--- src/rtl/vend_dispatch_ctrl.sv ---
// vend_dispatch_ctrl
//
// Sequences a completed purchase onto the machine's actuators: checks and
// decrements per-product stock, runs the dispense motor through a req/ack
// handshake with a timeout, then pays out the due amount one coin at a time
// (greedy: value-2 coins while at least 2 remain, then a value-1 coin).
// Completion is reported with a one-cycle done pulse and a status code.
//
// Ports:
//   clk, rst               clock and synchronous active-high reset
//   req_valid/req_ready    purchase handshake (ready only while idle)
//   req_prod               product code: 01 A, 10 B, 11 C, 00 none
//   req_cambio             change due when the product is delivered
//   req_pago               amount paid, refunded on stock-out or motor fault
//   restock                reload every stock counter (honoured only while idle)
//   disp_req/disp_prod     dispense-motor request and product
//   disp_ack               motor delivered the product (pulse)
//   pay_req/pay_coin       hopper coin request; pay_coin 1 = value 2, 0 = value 1
//   pay_ack                hopper ejected the requested coin (pulse)
//   done/status            completion pulse; 00 ok, 01 stock-out, 10 motor fault
//   stock                  stock counts, A in the low field, then B, then C
module vend_dispatch_ctrl #(
    parameter int unsigned STOCK_W    = 4,
    parameter int unsigned STOCK_INIT = 5,
    parameter int unsigned TIMEOUT    = 16
) (
    input  logic                 clk,
    input  logic                 rst,
    input  logic                 req_valid,
    output logic                 req_ready,
    input  logic [1:0]           req_prod,
    input  logic [4:0]           req_cambio,
    input  logic [4:0]           req_pago,
    input  logic                 restock,
    output logic                 disp_req,
    output logic [1:0]           disp_prod,
    input  logic                 disp_ack,
    output logic                 pay_req,
    output logic                 pay_coin,
    input  logic                 pay_ack,
    output logic                 done,
    output logic [1:0]           status,
    output logic [3*STOCK_W-1:0] stock
);

    localparam int unsigned        TimerW    = (TIMEOUT > 1) ? $clog2(TIMEOUT) : 1;
    localparam logic [TimerW-1:0]  TimerLast = TimerW'(TIMEOUT - 1);
    localparam logic [TimerW-1:0]  TimerOne  = TimerW'(1);
    localparam logic [STOCK_W-1:0] StockInit = STOCK_W'(STOCK_INIT);
    localparam logic [STOCK_W-1:0] StockOne  = STOCK_W'(1);

    localparam logic [1:0] StatOk       = 2'b00;
    localparam logic [1:0] StatAgotado  = 2'b01;
    localparam logic [1:0] StatFault    = 2'b10;

    typedef enum logic [1:0] {
        StIdle,
        StDisp,
        StPayout,
        StDone
    } state_e;

    state_e                      state_q;
    logic [1:0]                  prod_q;
    logic [4:0]                  cambio_q;
    logic [4:0]                  pago_q;
    logic [4:0]                  amt_q;
    logic [1:0]                  stat_q;
    logic [TimerW-1:0]           timer_q;
    logic [2:0][STOCK_W-1:0]     stock_q;

    // Product codes 01..11 map onto stock fields 0..2.
    logic [1:0] req_idx;
    logic [1:0] prod_idx;
    assign req_idx  = req_prod - 2'd1;
    assign prod_idx = prod_q - 2'd1;

    always_ff @(posedge clk) begin
        if (rst) begin
            state_q  <= StIdle;
            prod_q   <= 2'b00;
            cambio_q <= '0;
            pago_q   <= '0;
            amt_q    <= '0;
            stat_q   <= StatOk;
            timer_q  <= '0;
            stock_q  <= {3{StockInit}};
        end else begin
            unique case (state_q)
                StIdle: begin
                    // Restock overrides the counters; the stock check below
                    // still sees the pre-restock values.
                    if (restock) begin
                        stock_q <= {3{StockInit}};
                    end
                    if (req_valid) begin
                        prod_q   <= req_prod;
                        cambio_q <= req_cambio;
                        pago_q   <= req_pago;
                        if (req_prod != 2'b00) begin
                            if (stock_q[req_idx] == '0) begin
                                amt_q   <= req_pago;
                                stat_q  <= StatAgotado;
                                state_q <= StPayout;
                            end else begin
                                timer_q <= '0;
                                state_q <= StDisp;
                            end
                        end
                    end
                end
                StDisp: begin
                    if (disp_ack) begin
                        // Entry to DISP required stock > 0, so no underflow.
                        stock_q[prod_idx] <= stock_q[prod_idx] - StockOne;
                        amt_q   <= cambio_q;
                        stat_q  <= StatOk;
                        state_q <= StPayout;
                    end else if (timer_q == TimerLast) begin
                        amt_q   <= pago_q;
                        stat_q  <= StatFault;
                        state_q <= StPayout;
                    end else begin
                        timer_q <= timer_q + TimerOne;
                    end
                end
                StPayout: begin
                    if (amt_q == '0) begin
                        state_q <= StDone;
                    end else if (pay_ack) begin
                        amt_q <= amt_q - ((amt_q >= 5'd2) ? 5'd2 : 5'd1);
                    end
                end
                StDone: begin
                    state_q <= StIdle;
                end
                default: begin
                    state_q <= StIdle;
                end
            endcase
        end
    end

    // Outputs decode only registered state, never the inputs.
    assign req_ready = (state_q == StIdle);
    assign disp_req  = (state_q == StDisp);
    assign disp_prod = disp_req ? prod_q : 2'b00;
    assign pay_req   = (state_q == StPayout) && (amt_q != '0);
    assign pay_coin  = pay_req && (amt_q >= 5'd2);
    assign done      = (state_q == StDone);
    assign status    = done ? stat_q : StatOk;
    assign stock     = stock_q;

endmodule
--- config.mk ---
export PLATFORM = sky130hd
export DESIGN_NAME = vend_dispatch_ctrl
export DESIGN_NICKNAME = d
export VERILOG_FILES = /design/src/rtl/vend_dispatch_ctrl.sv
export SDC_FILE = /design/constraint.sdc
export NUM_CORES = 1
export LEC_CHECK = 0
export CAP_MARGIN = 20
export CORE_ASPECT_RATIO = 1.75
export CORE_MARGIN = 4
export CORE_UTILIZATION = 57
export DETAILED_ROUTE_END_ITERATION = 12
export HOLD_SLACK_MARGIN = 0.02
export PLACE_DENSITY = 0.85
export SKIP_LAST_GASP = 1
export SLEW_MARGIN = 20
export SYNTH_ARGS = -nofsm -noshare
export SYNTH_HDL_FRONTEND = slang
export SYNTH_SLANG_ARGS = --single-unit
--- constraint.sdc ---
create_clock -name clk -period 5.2 [get_ports clk]
set_input_delay 1.04 -clock clk [delete_from_list [all_inputs] [get_ports clk]]
set_output_delay 1.04 -clock clk [all_outputs]
set_load 0.01 [all_outputs]
Word-level counts from Yosys, hierarchy flattened
Cells that the tools add are included.
{ "classes": {"addsub": 5, "magnitude_cmp": 4, "n_eq_ne": 16, "mux": 39, "n_reduce_logical": 16} }
{ "ops": {"columns": ["op", "count"], "rows": [
  ["$mux 5", 7],
  ["$mux 4", 8],
  ["$mux 2", 13],
  ["$mux 12", 2],
  ["$pmux 12 s2", 1],
  ["$bmux 4 s2", 2],
  ["$pmux 5 s3", 1],
  ["$ne 2x2->1 const B", 7],
  ["$bwmux 12", 1],
  ["$demux 4 s2", 1],
  ["$ne 2x1->1 const B", 4],
  ["$pmux 2 s4", 1],
  ["$pmux 4 s2", 1],
  ["$reduce_and 7->1", 1],
  ["$lt 2x3->1 const B", 2],
  ["$reduce_and 6->1", 1],
  ["$ge 5x2->1 const B", 1],
  ["$logic_not 5->1", 1],
  ["$reduce_and 5->1", 1],
  ["$reduce_bool 5->1", 1],
  ["$sub 5x2->5", 1],
  ["$add 4x1->4 const B", 1],
  ["$eq 2x2->1 const B", 2],
  ["$eq 4x4->1 const B", 1],
  ["14 further kinds", 18]
]} }
{ "totals": {"regBits": 37} }

Logic depth before layout (Yosys ltp)
Gate-level depths: netlist of the first run.
{ "logic_depth": {"depth_word": 8, "mapped_depth": 10} }

Least setup slack after synthesis of the first run
Ideal clock, no wire load.
{ "synth_path": {"path_type": "input-to-reg", "from": "input req_prod[0]", "to": "register timer_q[3]", "setup_ns": 0.086, "arrival_ns": 2.385, "t_required_ns": 5.114, "setup_slack_ns": 2.730, "stages": 7, "n_path_buf": 0, "path_cell_list": "inv_1 ha_1 nor2b_1 a22oi_1 o2111a_1 a41oi_1 a211oi_1"} }
{ "synth_between": {"elab_chain_len": 6, "elab_cells_between_ends": 8, "classes_between": "add/sub: 1; eq/ne: 2; mux: 2; reduce/logical: 3"} }
{ "synth_lines": {"columns": ["item", "line", "rtl"], "rows": [
  ["start, declared", "31", "input logic [1:0] req_prod,"],
  ["$sub 2x1->2", "75", "assign req_idx = req_prod - 2'd1;"],
  ["$bmux 4 s2", "101", "if (stock_q[req_idx] == '0) begin"],
  ["$mux 4 (implied by the code)", "101", null],
  ["$logic_not 4->1", "101", null],
  ["$ne 2x2->1 (no source line)", null, null],
  ["$reduce_and 6->1 (no source line) *", null, null],
  ["end signal, assigned", "124", "timer_q <= timer_q + TimerOne;"],
  ["end, declared", "69", "logic [TimerW-1:0] timer_q;"]
]} }
Mark *: on every way between the ends. The rest lies on a longest branch, timed or not. The select of a mux whose other input is x is not followed.
A chain may end at the register's enable or synchronous reset.

Worst setup path after layout of the first run
Ends and elaborated chain as after synthesis.

==> results of run 1 <==
power groups by stage:
stage               registers (mW)  clock network, mW  logic [mW]
finish                       0.362              0.203       0.688
global route                 0.369              0.218       0.749
CTS                          0.362              0.204       0.686
detailed placement           0.368                  0       0.683
global placement             0.367                  0       0.670
floorplan                    0.359                  0       0.524
registers in the layout, summed over array words and instances, names as in the netlist:
register  flops
amt_q         5
pago_q        5
stock        12
state_q       2
cambio_q      5
stat_q        2
timer_q       4
prod_q        2
cell usage in the layout, fill, tap and decap left out, drive strengths merged, types with 7 or more instances in the layout:
cell type	count
mux2	8
inv	21
nand2	33
ha	12
nor2	12
clkdlybuf4s50	38
dfxtp	37
a21oi	27
nand2b	18
clkbuf	7
mux2i	9
nand3	7
how the worst max path moves through the flow:
stage	start	to	depth (start not counted)
2_1_floorplan	req_prod[0]	timer_q[3]	7
3_3_place_gp	req_prod[0]	timer_q[3]	8
3_5_place_dp	req_prod[0]	timer_q[3]	8
4_1_cts	amt_q[1]	pay_req	4
5_1_grt	amt_q[1]	pay_req	4
6_report	req_prod[0]	timer_q[3]	8
cells in the mapped netlist (5+ instances only):
cell type  count
a211o_1        5
a211oi_1       6
a21oi_1       26
and2_1         6
clkbuf_1      11
dfxtp_1       37
ha_1          12
inv_1         21
mux2_2         6
mux2i_1        9
nand2_1       33
nand2b_1      17
nand3_1        5
nor2_1        12
cell families after synthesis:
kind of cell	Yosys count	synth area share, %
xor+xnor	3	1.14
mux	17	8.15
buf+inv	37	6.85
simple gates	96	22.8
flops	37	32.2
compound gates	71	21.5
fa+ha+maj	13	7.39
layout make-up:
class                   count  area (um2)  area share (%)
multi-input cells         200        1400            50.8
flip-flops and latches     37         741            26.8
clock buffers               7        86.3            3.12
repair buffers             40         395            14.3
well taps                  48        60.1            2.17
inverters                  21        78.8            2.85
routing by layer:
metal / up-vias / routed length, um
li1: 1022 / -
met4: 0 / 183
met5: - / 0
met2: 46 / 3200
met3: 15 / 153
met1: 991 / 2080
worst register-to-register path, stage by stage, from the launching register on:
cell and delay (ns):
dfxtp_1 0.36, or4_4 0.57, inv_1 0.14, ha_1 0.16, inv_1 0.05, fa_1 0.41, nor3_1 0.19, xor2_1 0.18
a22oi_1 0.11, a211o_1 0.32, mux2i_1 0.15
per-stage QoR:
stage | util (%) | power, mW | hold slack (ns) | worst slack (ns)
after floorplan | - | 0.883 | 0.433 | 2.73
after CTS | 70.8 | 1.25 | 0.457 | 2.24
after detailed placement | 68.6 | 1.05 | 0.447 | 1.96
final | 70.8 | 1.25 | 0.458 | 2.24
after global placement | 68.6 | 1.04 | 0.440 | 2.06
after global routing | 70.8 | 1.34 | 0.476 | 2.17
==> impl_metrics.env, run 1 <==
export IMPL_drtIter0Drc=78
export IMPL_met2_usage_pct=44.1
export IMPL_rr_worst_depth=10
export IMPL_synth_top_cell_by_area="dfxtp_1"
export IMPL_syn_area_um2=2300
export IMPL_fin_skew_ns=0.00809
export IMPL_cts_buffers=5
export IMPL_hold_violations=0
export IMPL_synthDominantCellAreaShare_pct=32.2
export IMPL_drt_first_pass_iters=4
export IMPL_n_fill_cell=323
export IMPL_rsz0062_at_grt="no"
export IMPL_end_kind="flip-flop"
export IMPL_area_growth_pct=20.1
export IMPL_crit_type="in2reg"
export IMPL_dp_cells=346
export IMPL_synth_edf_count=0
export IMPL_slowest_delay_ns=0.54
export IMPL_fin_cells=353
export IMPL_finalCriticalPeriod_ns=2.96
export IMPL_hold_start="cambio_q[0]"
export IMPL_max_cap_viol_count=0
export IMPL_p_per_area_nw_per_um2=453
export IMPL_slew_headroom_pct=68.1
export IMPL_yosysUniqueCellTypes=54
export IMPL_clk_latency_ns=0.29
export IMPL_clockPowerShare_pct=16.2
export IMPL_synth_nets=305
export IMPL_postSynthAreaPerCell_um2=8.40
export IMPL_internal_power_mw=0.722
export IMPL_pwr_share_seq_pct=28.9
export IMPL_grt_use_total_pct=22.5
export IMPL_drv_slew=0
export IMPL_cts_setup_buffers=0
export IMPL_hold_end="cambio_q[0]"
export IMPL_reg2reg_slack_ns=2.51
export IMPL_dp_hpwl_um=4200
export IMPL_cp_start_kind="input port"
export IMPL_netSwitchingPower_mw=0.532
export IMPL_share_comb_of_total_power_pct=54.9
export IMPL_gp_routability_congestion=0.826
export IMPL_synth_seq_cells=37
export IMPL_ios=39
export IMPL_busiest_layer="met2"
export IMPL_ys_flop_type="dfxtp_1"
export IMPL_core_area_um2=3900
export IMPL_wl_um=5620
export IMPL_drive_gt1_share_pct=9.18
export IMPL_worstPathArrival_ns=3.16
export IMPL_cts_resized=0
export IMPL_synth_yosys_warnings=0
export IMPL_async_flop_share_pct=0
export IMPL_yosys_top_cells_area="dfxtp_1 32%, ha_1 6.5%, a21oi_1 5.7%"
export IMPL_cts_tree="built"
export IMPL_max_freq_ghz=0.338
export IMPL_hold_path_class="reg2reg"
export IMPL_tightestPinTransition_ns=0.479
export IMPL_globalRouteMet1Util_pct=22.0
export IMPL_rows=30
export IMPL_cp_num_buf_inv=2
export IMPL_dieArea_um2=5160
export IMPL_holdBufCountCts=0
export IMPL_die_h_um=92.1
export IMPL_initial_core_util_pct=59.0
export IMPL_hold_depth=2
export IMPL_synth_cells=274
export IMPL_antenna_found_initial=0
export IMPL_antenna_left=0
export IMPL_p_leak_nw=1.07
export IMPL_post_drt_wl_per_cell_um=15.9
export IMPL_cts_sinks=37
export IMPL_critPathRequiredTime_ns=5.40
export IMPL_r2r_end="amt_q[4]"
export IMPL_cp_slowest_cell="clkdlybuf4s50_1"
export IMPL_antennaDiodeCount=0
export IMPL_critPathTopFamily="compound AO/OA/AOI/OAI gates"
export IMPL_grt_max_degree=47
export IMPL_placed_area_um2=2680
export IMPL_die_x_um=56.0
export IMPL_grt_overflow=0
export IMPL_post_route_cell_area_um2=2770
export IMPL_power_share_switching_pct=42.4
export IMPL_r2r_start="amt_q[1]"
export IMPL_clock_path_buffers=2
export IMPL_crit_chain="clkdlybuf4s50_1 -> inv_1 -> ha_1 -> nor2b_1 -> a22oi_1 -> o2111a_1 -> a41oi_1 -> a211oi_1"
export IMPL_io_buffers=38
export IMPL_layout_nets=336
export IMPL_root_buffer="clkbuf_8"
export IMPL_min_period_over_period_pct=56.9
export IMPL_path_max_fanout=6
export IMPL_grt_use_met3_pct=3.52
export IMPL_yosysSeqAreaShare_pct=32.2
export IMPL_vias_per_cell=5.88
export IMPL_route_detailed_drc=0
export IMPL_cts_clk_slew_worst_paths_ns=0.07
export IMPL_h_tree_depth=2
export IMPL_finalSetupTns_ns=0
export IMPL_status="complete, no violations"
export IMPL_finalSetupViolations=0
export IMPL_grt_pass1_wl_um=9210
export IMPL_vias=2074
export IMPL_vdd_drop_max_mv=0.270
export IMPL_grt_pass1_vias=2075
No activity file was read; power rests on OpenSTA's default activity.
==> inputs of run 2 (changes only) <==
--- a/config.mk
+++ b/config.mk
@@ -8,10 +8,10 @@
 export CAP_MARGIN = 20
 export CORE_ASPECT_RATIO = 1.75
 export CORE_MARGIN = 4
-export CORE_UTILIZATION = 57
+export CORE_UTILIZATION = 53
 export DETAILED_ROUTE_END_ITERATION = 12
 export HOLD_SLACK_MARGIN = 0.02
-export PLACE_DENSITY = 0.85
+export PLACE_DENSITY = 0.8
 export SKIP_LAST_GASP = 1
 export SLEW_MARGIN = 20
 export SYNTH_ARGS = -nofsm -noshare
==> constraint.sdc (replaced) <==
create_clock -name clk -period 2.8 [get_ports clk]
set_input_delay 0.56 -clock clk [delete_from_list [all_inputs] [get_ports clk]]
set_output_delay 0.56 -clock clk [all_outputs]
set_load 0.01 [all_outputs]
==> run 2 against run 1 <==
  * Critical path depth increased by 2
  * Global-route usage fell by 0.45 points
  * Design area is 1.1% higher
  * Final cell count is 1.7% higher
  * Critical path type is now reg2reg
  * Largest cell class unchanged
  * Largest power group unchanged
==> impl_metrics.env, run 2 (same netlist as run 1, synthesis figures left out) <==
export IMPL_hold_depth=2
export IMPL_globalRouteMet1Util_pct=21.0
export IMPL_cts_clk_slew_worst_paths_ns=0.07
export IMPL_clockPowerShare_pct=15.4
export IMPL_largest_register_ff_count=12
export IMPL_grt_pass1_vias=2150
export IMPL_busiest_layer="met2"
export IMPL_grt_use_total_pct=22.0
export IMPL_max_cap_viol_count=0
export IMPL_r2r_start="amt_q[1]"
export IMPL_grt_overflow=0
export IMPL_clock_path_buffers=2
export IMPL_area_growth_pct=21.4
export IMPL_grt_use_met3_pct=3.39
export IMPL_antennaDiodeCount=0
export IMPL_n_fill_cell=363
export IMPL_hold_path_class="reg2reg"
export IMPL_layout_commonest_cell="clkdlybuf4s50_1"
export IMPL_vdd_drop_max_mv=0.594
export IMPL_cp_start_kind="flip-flop"
export IMPL_finalSetupViolations=0
export IMPL_hold_start="cambio_q[2]"
export IMPL_io_buffers=38
export IMPL_vias=2074
export IMPL_core_area_um2=4190
export IMPL_finalSetupTns_ns=0
export IMPL_route_detailed_drc=0
export IMPL_worstPathArrival_ns=2.82
export IMPL_post_drt_wl_per_cell_um=15.7
export IMPL_path_max_fanout=4
export IMPL_antenna_found_initial=0
export IMPL_tightestPinTransition_ns=0.497
export IMPL_rows=31
export IMPL_die_x_um=57.8
export IMPL_fin_cells=359
export IMPL_cts_tree="built"
export IMPL_p_per_area_nw_per_um2=833
export IMPL_die_h_um=95.2
export IMPL_rsz0062_at_grt="no"
export IMPL_drive_gt1_share_pct=10.3
export IMPL_finalCriticalPeriod_ns=2.60
export IMPL_holdBufCountCts=0
export IMPL_met2_usage_pct=43.0
export IMPL_crit_type="reg2reg"
export IMPL_h_tree_depth=2
export IMPL_r2r_end="amt_q[4]"
export IMPL_p_leak_nw=1.08
export IMPL_ios=39
export IMPL_hold_violations=0
export IMPL_vias_per_cell=5.78
export IMPL_pwr_share_seq_pct=28.8
export IMPL_antenna_left=0
export IMPL_cts_setup_buffers=0
export IMPL_share_comb_of_total_power_pct=55.8
export IMPL_slew_headroom_pct=66.9
export IMPL_max_freq_ghz=0.384
export IMPL_netSwitchingPower_mw=0.991
export IMPL_layout_nets=340
export IMPL_grt_max_degree=42
export IMPL_min_period_over_period_pct=92.9
export IMPL_drv_slew=0
export IMPL_gp_routability_congestion=0.889
export IMPL_hold_end="cambio_q[2]"
export IMPL_dieArea_um2=5500
export IMPL_drt_first_pass_iters=5
export IMPL_drtIter0Drc=61
export IMPL_layout_common_cells="38 x clkdlybuf4s50_1, 37 x dfxtp_1, 33 x nand2_1"
export IMPL_root_buffer="clkbuf_8"
export IMPL_status="complete, no violations"
export IMPL_grt_pass1_wl_um=9420
export IMPL_cts_resized=0
export IMPL_end_kind="flip-flop"
export IMPL_initial_core_util_pct=55.0
export IMPL_cts_sinks=37
export IMPL_critPathRequiredTime_ns=3.02
export IMPL_dp_hpwl_um=4430
export IMPL_internal_power_mw=1.34
export IMPL_dp_cells=351
export IMPL_wl_um=5630
export IMPL_clk_latency_ns=0.29
export IMPL_reg2reg_slack_ns=0.20
export IMPL_rr_worst_depth=10
export IMPL_cts_buffers=5
export IMPL_power_share_switching_pct=42.6
export IMPL_fin_skew_ns=0.00263
-- run 2: worst max-delay path, cell delays in order (launching register included) --
cell and delay (ns):
dfxtp_1 0.35, or4_4 0.57, inv_1 0.13, ha_1 0.16
inv_1 0.06, fa_1 0.41, nor3_2 0.14, xor2_1 0.18
a22oi_1 0.11, a211o_1 0.30, mux2i_1 0.12
-- run 2: through the flow --
stage | hold slack (ns) | instance area [um2] | setup WS [ns] | util, % | power (mW)
global route | 0.483 | 2800 | 0.00342 | 66.7 | 2.50
finish | 0.459 | 2800 | 0.199 | 66.7 | 2.33
CTS | 0.460 | 2790 | 0.142 | 66.6 | 2.33
global placement | 0.439 | 2710 | 0.196 | 64.7 | 1.95
detailed placement | 0.451 | 2710 | 0.127 | 64.7 | 1.97
floorplan | 0.433 | 2300 | 0.332 | - | 1.64
-- run 2: worst max-delay path by stage --
stage | startpoint | to | slack, ns | depth (start not counted)
global route | amt_q[1] | amt_q[4] | 0.003 | 10
global placement | req_prod[0] | timer_q[3] | 0.20 | 8
finish | amt_q[1] | amt_q[4] | 0.20 | 10
CTS | amt_q[1] | amt_q[4] | 0.14 | 10
detailed placement | req_prod[0] | timer_q[3] | 0.13 | 8
floorplan | amt_q[1] | amt_q[4] | 0.33 | 10
-- run 2: per-layer routing --
| metal | part of all wire (%) | up-vias | wire (um) |
|---|---|---|---|
| met4 | 4.2 | 0 | 235 |
| met3 | 3.1 | 20 | 173 |
| met1 | 36 | 970 | 2050 |
| li1 | - | 1032 | - |
| met2 | 56 | 52 | 3170 |
| met5 | 0 | - | 0 |
-- run 2: power by group through the flow --
stage,logic [mW],clock network (mW),registers [mW]
after floorplan,0.973,0,0.668
after global placement,1.27,0,0.678
after detailed placement,1.29,0,0.682
after CTS,1.29,0.363,0.670
after global routing,1.44,0.383,0.681
final,1.30,0.358,0.671
-- run 2: final cells by class --
| class | count | area, um2 | area share (%) |
|---|---|---|---|
| Clock buffer | 8 | 80.1 | 2.86 |
| Inverter | 21 | 78.8 | 2.82 |
| Multi-Input combinational cell | 200 | 1410 | 50.4 |
| Sequential cell | 37 | 741 | 26.5 |
| Tap cell | 49 | 61.3 | 2.19 |
| Timing Repair Buffer | 44 | 425 | 15.2 |
==> inputs of run 3 (changes only) <==
--- a/config.mk
+++ b/config.mk
@@ -17,3 +17,4 @@
 export SYNTH_ARGS = -nofsm -noshare
 export SYNTH_HDL_FRONTEND = slang
 export SYNTH_SLANG_ARGS = --single-unit
+export TNS_END_PERCENT = 5
==> results of run 3 <==
Final layout, timing and power as in run 2 (identical DEF).
==> variant, RTL diff (settings of run 3) <==
Register the output `status`, cleared by the reset; this adds one clock of latency there. The other outputs are not delayed to match. Comments in the files are not updated.
--- a/src/rtl/vend_dispatch_ctrl.sv
+++ b/src/rtl/vend_dispatch_ctrl.sv
@@ -148,7 +148,13 @@
     assign pay_req   = (state_q == StPayout) && (amt_q != '0);
     assign pay_coin  = pay_req && (amt_q >= 5'd2);
     assign done      = (state_q == StDone);
-    assign status    = done ? stat_q : StatOk;
+    always_ff @(posedge clk) begin
+        if (rst) begin
+            status <= '0;
+        end else begin
+            status <= done ? stat_q : StatOk;
+        end
+    end
     assign stock     = stock_q;
 
 endmodule
Function: no difference found for any inputs over 10 cycles, from zero or initial values and one cycle with rst high; that may be too few to reach the edited logic, so the function may still have changed.
==> variant against run 3 <==
  * Area after synthesis grew 0.60%
  * Routed wire length grew 2.8%
  * Final area grew 3.1%
  * Sequential cell count grew 2
  * Power grew 9.5%
  * Critical path depth is the same
  * Setup slack lost 0.11 ns
==> variant: results <==
metrics = {
    "sta": {
        "worst_pin_slew_ns": 0.642,
        "fin_skew_ns": 0.0159,
    },
    "place": {
        "dp_slack_ns": 0.131,
        "io_buffers": 38,
        "gp_congestion": 0.896,
        "place_hpwl_um": 4330,
    },
    "final_layout": {
        "largest_register_ffs": 12,
        "n_antenna_cell": 0,
        "fin_nets": 344,
        "drive_gt1_share_pct": 10.2,
        "fill_cells": 345,
    },
    "drt": {
        "firstDrtPassIters": 4,
        "wl_met2_um": 3170,
        "drt-met1-wl_um": 2260,
        "top_layer_used": "met4",
        "wl_per_cell_um": 15.9,
        "drt_iter0_markers": 59,
        "route.vias.total": 2078,
        "met3_length_um": 189,
    },
    "grt": {
        "antenna_found_initial": 0,
        "grt_max_degree": 18,
        "grt_pass1_wl_um": 9470,
        "grtUsageTotal_pct": 21.9,
    },
    "cts": {
        "root_buffer": "clkbuf_8",
        "cts_inserted_buffers": 5,
        "clk_path_buf_depth": 2,
        "clk_pin_slew_ns": 0.07,
        "clock_latency_ns": 0.30,
        "cts_setup_buffers": 0,
        "cts_resized": 0,
        "cts_max_level": 2,
    },
    "run_status": {
        "status": "finished, final reports clean",
    },
    "worst_setup_path": {
        "cp.arrival_ns": 2.93,
        "worst_path_max_delay_cell": "or4_4",
        "reg2regPathDepth": 10,
        "cp_max_fo": 5,
        "max_stage_delay_ns": 0.57,
    },
    "logic_synthesis": {
        "ys_warn_count": 0,
        "synthArstFlopShare_pct": 0,
        "synth_commonest_cells": "39 x dfxtp_1, 33 x nand2_1, 27 x a21oi_1, 21 x inv_1, 19 x nand2b_1",
        "synth.area.top_cells": "dfxtp_1 34%, ha_1 6.5%, a21oi_1 5.8%",
        "ys_seq_area_share_pct": 33.7,
        "yosysUniqueCellTypes": 48,
        "syn_nets": 307,
    },
    "hold_path": {
        "holdPathStages": 2,
        "min_path_type": "flip-flop to flip-flop",
    },
    "pwr": {
        "p_leak_nw": 1.13,
        "peakVddDrop_v": 0.000616,
    },
}
-- variant: final cells by class --
cell class	instances	area share (%)
multi-input cells	200	48.0
flip-flops and latches	39	27.1
repair buffers	46	15.3
inverters	21	2.73
clock buffers	5	2.39
clock inverters	3	2.34
well taps	49	2.13
-- variant: cell families after synthesis --
group | count (synthesis) | synth area share, %
AOI/OAI and AO/OA | 71 | 21.2
xor gates and xnor gates | 3 | 1.13
adders and majority gates | 13 | 7.35
buffers and inverters | 37 | 6.70
DFF | 39 | 33.7
muxes | 17 | 7.78
and+or+nand+nor | 96 | 22.1
-- variant: stage by stage --
step | std cells | util (%) | power [mW] | hold WS [ns] | area, sq um
floorplan | 276 | - | 1.64 | 0.433 | 2320
global placement | 355 | 65.4 | 1.94 | 0.441 | 2740
detailed placement | 355 | 65.4 | 1.96 | 0.447 | 2740
CTS | 363 | 68.7 | 2.54 | 0.458 | 2880
global route | 363 | 68.8 | 2.71 | 0.481 | 2880
finish | 363 | 68.8 | 2.55 | 0.455 | 2880
-- variant: critical path: cells and delay by family, from the launching register on --
kind | cells | cell delay [ns]
xor+xnor | 1 | 0.16
fa+ha+maj | 2 | 0.58
compound gates | 2 | 0.42
flops | 1 | 0.38
simple gates | 2 | 0.76
buf+inv | 2 | 0.21
mux | 1 | 0.12
-- variant: worst paths after layout --
path         slack, ns        end  startpoint
max               0.09   amt_q[4]    amt_q[2]
min               0.46  pago_q[3]   pago_q[3]
max reg2reg       0.09   amt_q[4]    amt_q[2]
min reg2reg       0.46  pago_q[3]   pago_q[3]
-- variant: routing by layer --
| metal | global-route usage (%) | vias to the layer above |
|---|---|---|
| met4 | 9.86 | 0 |
| met1 | 22.9 | 964 |
| met5 | 0 | - |
| met2 | 41.1 | 53 |
| met3 | 3.79 | 16 |
| li1 | - | 1045 |
-- variant: report_power, final --
part	total [mW]	switching [mW]	leakage [nW]	internal, mW
sequential	0.697	0.0641	0.318	0.633
combinational	1.29	0.755	0.750	0.535
clock	0.561	0.206	0.0644	0.355
